### config.mk
export PLATFORM = sky130hd
export DESIGN_NAME = mips_grf_2w_dump
export DESIGN_NICKNAME = d
export VERILOG_FILES = /design/src/rtl/mips_grf_2w_dump.sv
export SDC_FILE = /design/constraint.sdc
export NUM_CORES = 2
export LEC_CHECK = 0
export ABC_CLOCK_PERIOD_IN_PS = 5100
export CAP_MARGIN = 20
export CORE_ASPECT_RATIO = 0.8
export CORE_MARGIN = 2
export CORE_UTILIZATION = 35
export DETAILED_ROUTE_END_ITERATION = 12
export PLACE_DENSITY_LB_ADDON = 0.08
export SYNTH_ARGS = -nofsm -noshare
export SYNTH_HDL_FRONTEND = slang
export SYNTH_SLANG_ARGS = --single-unit
### constraint.sdc
create_clock -name clk -period 5.1 [get_ports clk]
set_input_delay 0.51 -clock clk [delete_from_list [all_inputs] [get_ports clk]]
set_output_delay 0.51 -clock clk [all_outputs]
set_load 0.03 [all_outputs]
### src/rtl/mips_grf_2w_dump.sv
// mips_grf_2w_dump: general register file for the MIPS pipeline.
// Two write ports (port 1 wins on same-address collisions) and NRD
// combinational read ports. Register 0 always reads as zero.
// A ready/valid dump engine streams every register out in index order
// so that end-of-test state can be compared with a golden model.
// Optional feature: define GRF_BYPASS_EN to forward same-cycle write
// data to the read ports. The dump path always shows committed state.
module mips_grf_2w_dump #(
  parameter int DATA_W = 32,
  parameter int NREG   = 32,
  parameter int NRD    = 2,
  localparam int AW    = $clog2(NREG)
) (
  input  logic                  clk,
  input  logic                  reset,
  input  logic                  we0,
  input  logic [AW-1:0]         wa0,
  input  logic [DATA_W-1:0]     wd0,
  input  logic                  we1,
  input  logic [AW-1:0]         wa1,
  input  logic [DATA_W-1:0]     wd1,
  input  logic [NRD*AW-1:0]     ra,
  output logic [NRD*DATA_W-1:0] rd,
  input  logic                  dump_req,
  output logic                  dump_busy,
  output logic                  dump_valid,
  input  logic                  dump_ready,
  output logic [AW-1:0]         dump_idx,
  output logic [DATA_W-1:0]     dump_data,
  output logic                  dump_done
);

  localparam logic [AW-1:0] LAST_IDX = AW'(NREG - 1);

  typedef enum logic [1:0] {
    IDLE = 2'd0,
    RUN  = 2'd1,
    DONE = 2'd2
  } dump_state_t;

  dump_state_t state;

  logic [DATA_W-1:0] regs [NREG];

  // Register array update: synchronous clear, then both write ports.
  always_ff @(posedge clk) begin
    if (reset) begin
      // NOTE: the array is cleared in a loop because every register must
      // read zero after reset; this keeps it as flops rather than a RAM,
      // which the combinational read ports need anyway.
      for (int i = 0; i < NREG; i++) regs[i] <= '0;
    end else begin
      // NOTE: non-blocking assignments; port 1 is written after port 0 so
      // on a same-address collision the later assignment (port 1) wins.
      if (we0 && wa0 != '0) regs[wa0] <= wd0;
      if (we1 && wa1 != '0) regs[wa1] <= wd1;
    end
  end

  // Combinational read ports, with optional write-to-read forwarding.
  always_comb begin
    // NOTE: rd gets a full default before the loop so no bit is left
    // unassigned on any path, which would otherwise infer a latch.
    rd = '0;
    for (int k = 0; k < NRD; k++) begin
      if (ra[k*AW +: AW] != '0) begin
        rd[k*DATA_W +: DATA_W] = regs[ra[k*AW +: AW]];
`ifdef GRF_BYPASS_EN
        if (!reset) begin
          if (we1 && wa1 == ra[k*AW +: AW])
            rd[k*DATA_W +: DATA_W] = wd1;
          else if (we0 && wa0 == ra[k*AW +: AW])
            rd[k*DATA_W +: DATA_W] = wd0;
        end
`endif
      end
    end
  end

  // Dump data always reflects committed state at the current index.
  always_comb begin
    dump_data = (dump_idx == '0) ? '0 : regs[dump_idx];
  end

  // Dump engine: IDLE -> RUN (one beat per accepted handshake) -> DONE.
  always_ff @(posedge clk) begin
    if (reset) begin
      state      <= IDLE;
      dump_valid <= 1'b0;
      dump_done  <= 1'b0;
      dump_busy  <= 1'b0;
      dump_idx   <= '0;
    end else begin
      case (state)
        IDLE: begin
          if (dump_req) begin
            state      <= RUN;
            dump_valid <= 1'b1;
            dump_busy  <= 1'b1;
            dump_idx   <= '0;
          end
        end
        RUN: begin
          if (dump_valid && dump_ready) begin
            if (dump_idx == LAST_IDX) begin
              state      <= DONE;
              dump_valid <= 1'b0;
              dump_done  <= 1'b1;
            end else begin
              dump_idx <= dump_idx + 1'b1;
            end
          end
        end
        DONE: begin
          state     <= IDLE;
          dump_done <= 1'b0;
          dump_busy <= 1'b0;
          dump_idx  <= '0;
        end
        default: begin
          state      <= IDLE;
          dump_valid <= 1'b0;
          dump_done  <= 1'b0;
          dump_busy  <= 1'b0;
          dump_idx   <= '0;
        end
      endcase
    end
  end

endmodule

==> metrics.txt <==
H-tree depth 3; WP data required 4590 ps; die area 201000 um^2; R2R depth 7; wl on met1 141000 um; cell count after synthesis 5588; post-synth cell types 56; Lkg Pwr 24.9 nW; Final HPWL DP 221000 um; number of I/O port buffers 193; ratio of cells with drive above 1 in the final layout 25.9%; first-pass GRT wire length 466000 um; clk slew on worst S/H paths 60 ps; final core utilization 40.4%; max_slew headroom 13.7%; delay-heaviest family, CP compound AO/OA/AOI/OAI gates; CTS Root Cell clkbuf_16; Max-Cap Viols 0; RePlAce Congestion 0.952; Post-synth ARST share 0%; Placement Rows 145; Max Fanout on Critical Path 15; syn_area_per_cell 12.4 um^2; Num Clock Sinks 1039; total CTS buffers 121; slack of the critical path 97.7 ps; clock skew 7.26 ps; Die Wd 501 um; CP cell instances nor2b_4, a22oi_1, a31oi_1, clkdlybuf4s50_1; unrepaired setup endpoints after global routing false; Fmax achieved 200 MHz; Setup TNS Final 0 ps; Slew @ Worst Pin 1290 ps; DR WL/cell 41.9 um; yosys warns 0; area leader, netlist edfxtp_1; Layout Nets 5612; setup slack after placement 825 ps; register area share after synthesis 44.9%; met3 wire length 49200 um; dominant cells by area after synthesis edfxtp_1 45%, mux4_2 22%, a22o_1 6.5%; clk_lat worst skew 780 ps; CP max-delay cell nor2b_4; num ports 194; DRC Markers 0; largest net degree at the start of global routing 65; Die Y 401 um; drt total wl 344000 um; Core Footprint 196000 um^2; CP Capture Type output pin; Slew Limit Fails 0; GRT Util Overall 33.5%; kind of critical path reg2out; Hold Path Depth 2; Mapped Area 69100 um^2; ys flop type edfxtp_1; Pwr per Cell Area 296 nW/um^2; Bufs and invs on worst path 1; drt via density 6.80; hold buffers post-CTS 0; Worst Setup Start Kind flop; crit-path max cell delay 890 ps; Period minus WS final 5000 ps; run status finished, final reports clean; Post-synth EDFFs 1024; vias in the first global route 51700; initial core utilization 35.3%; Yosys top cell area share 44.5%; Initial DRC Count 9268; DR WL met2 141000 um; peak supply drop 0.000285 V; Fillers 17900; DRT Pass-1 Iters 8; HP Class in2reg; CP Depth 4; Setup Buffers After CTS 0; DR top layer met5; Critical Path AT 4490 ps; worst hold margin 290 ps; Routed Antenna Nets 0; most frequent cell after synthesis edfxtp_1; Layout area overhead 14.6%; Synth top cells by count 1024 x edfxtp_1, 1015 x nand2_1, 672 x mux4_2, 529 x o21ai_0, 512 x a22o_1; CTS tree built; Final Hold Vio Count 0; routed via count 55700; residual overflow from global routing 0; post-CTS sizing 0; Final period util 98.1%; clock buffer depth 3; initial antenna violation count 16; final setup vio count 0; FF+latch count, synth 1039
[cell families (layout without fill, tap and decap cells)]
kind of cell / Yosys count / count (layout) / share of synthesized area [%]
simple gates: 1261 / 1261 / 8.00
fa+ha+maj: 3 / 3 / 0.0543
flops: 1039 / 1039 / 44.9
buf+inv: 771 / 775 / 4.76
xor+xnor: 2 / 2 / 0.0254
other cells: 1 / 36 / 0.00543
compound gates: 1518 / 1518 / 15.5
mux: 993 / 993 / 26.7
[power by group]
group	leakage [nW]	internal, mW	switching, mW
sequential	9.90	9.91	0.407
combinational	13.1	1.63	2.52
clock	1.91	5.00	3.96
total	24.9	16.5	6.88
[metal layers]
metal	GRT usage (%)	vias to the layer above
li1	-	22100
met1	47.8	29000
met2	46.2	3993
met3	13.6	565
met4	9.90	8
met5	0	-
[final timing paths]
kind                    start       endpoint  slack, ps
setup / recovery         flop  dump_data[16]        100
hold / removal          reset     dump_valid        290
setup reg to reg  dump_idx[1]           flop       2750
hold reg to reg     dump_busy      dump_busy        500
[stage by stage]
step           cell area, um^2  power [mW]  std cells
6_report                 79200        23.4       8199
5_1_grt                  79200        23.9       8195
4_1_cts                  79200        23.3       8195
3_5_place_dp             75300        14.5       7968
3_3_place_gp             75200        14.5       7961
2_1_floorplan            69200        12.4       5619
[final cells by class]
cell class              instances  area, um^2  area share [%]
multi-input cells            3809       35400            44.7
flip-flops and latches       1039       31100            39.2
repair buffers                541        5600            7.08
clock buffers                 152        3270            4.13
well taps                    2572        3220            4.06
clock inverters                75         611           0.771
inverters                       7        33.8          0.0427
diodes                          4        10.0          0.0126
[flip-flops by register name (all words and copies together), names as in the netlist, named ones only]
name	flops
dump_done	1
regs	1024
dump_busy	1
dump_valid	1
dump_idx	5
state	2
[cells in the final DEF, fill, tap and decap left out, drive strengths merged, types with 11 or more instances in the layout]
cell type	count
nor2b	73
mux4	672
a221oi	70
a31oi	32
nor2	58
o21ai	616
clkbuf	152
edfxtp	1024
o2111ai	26
nor3	34
conb	32
a22oi	98
clkdlybuf4s50	124
mux2i	257
a221o	32
nand2	1015
a311oi	64
mux2	64
buf	417
nor4	11
a22o	512
dfxtp	15
clkinv	61
a211oi	64
or3	32
No activity file was read; power rests on OpenSTA's default activity.
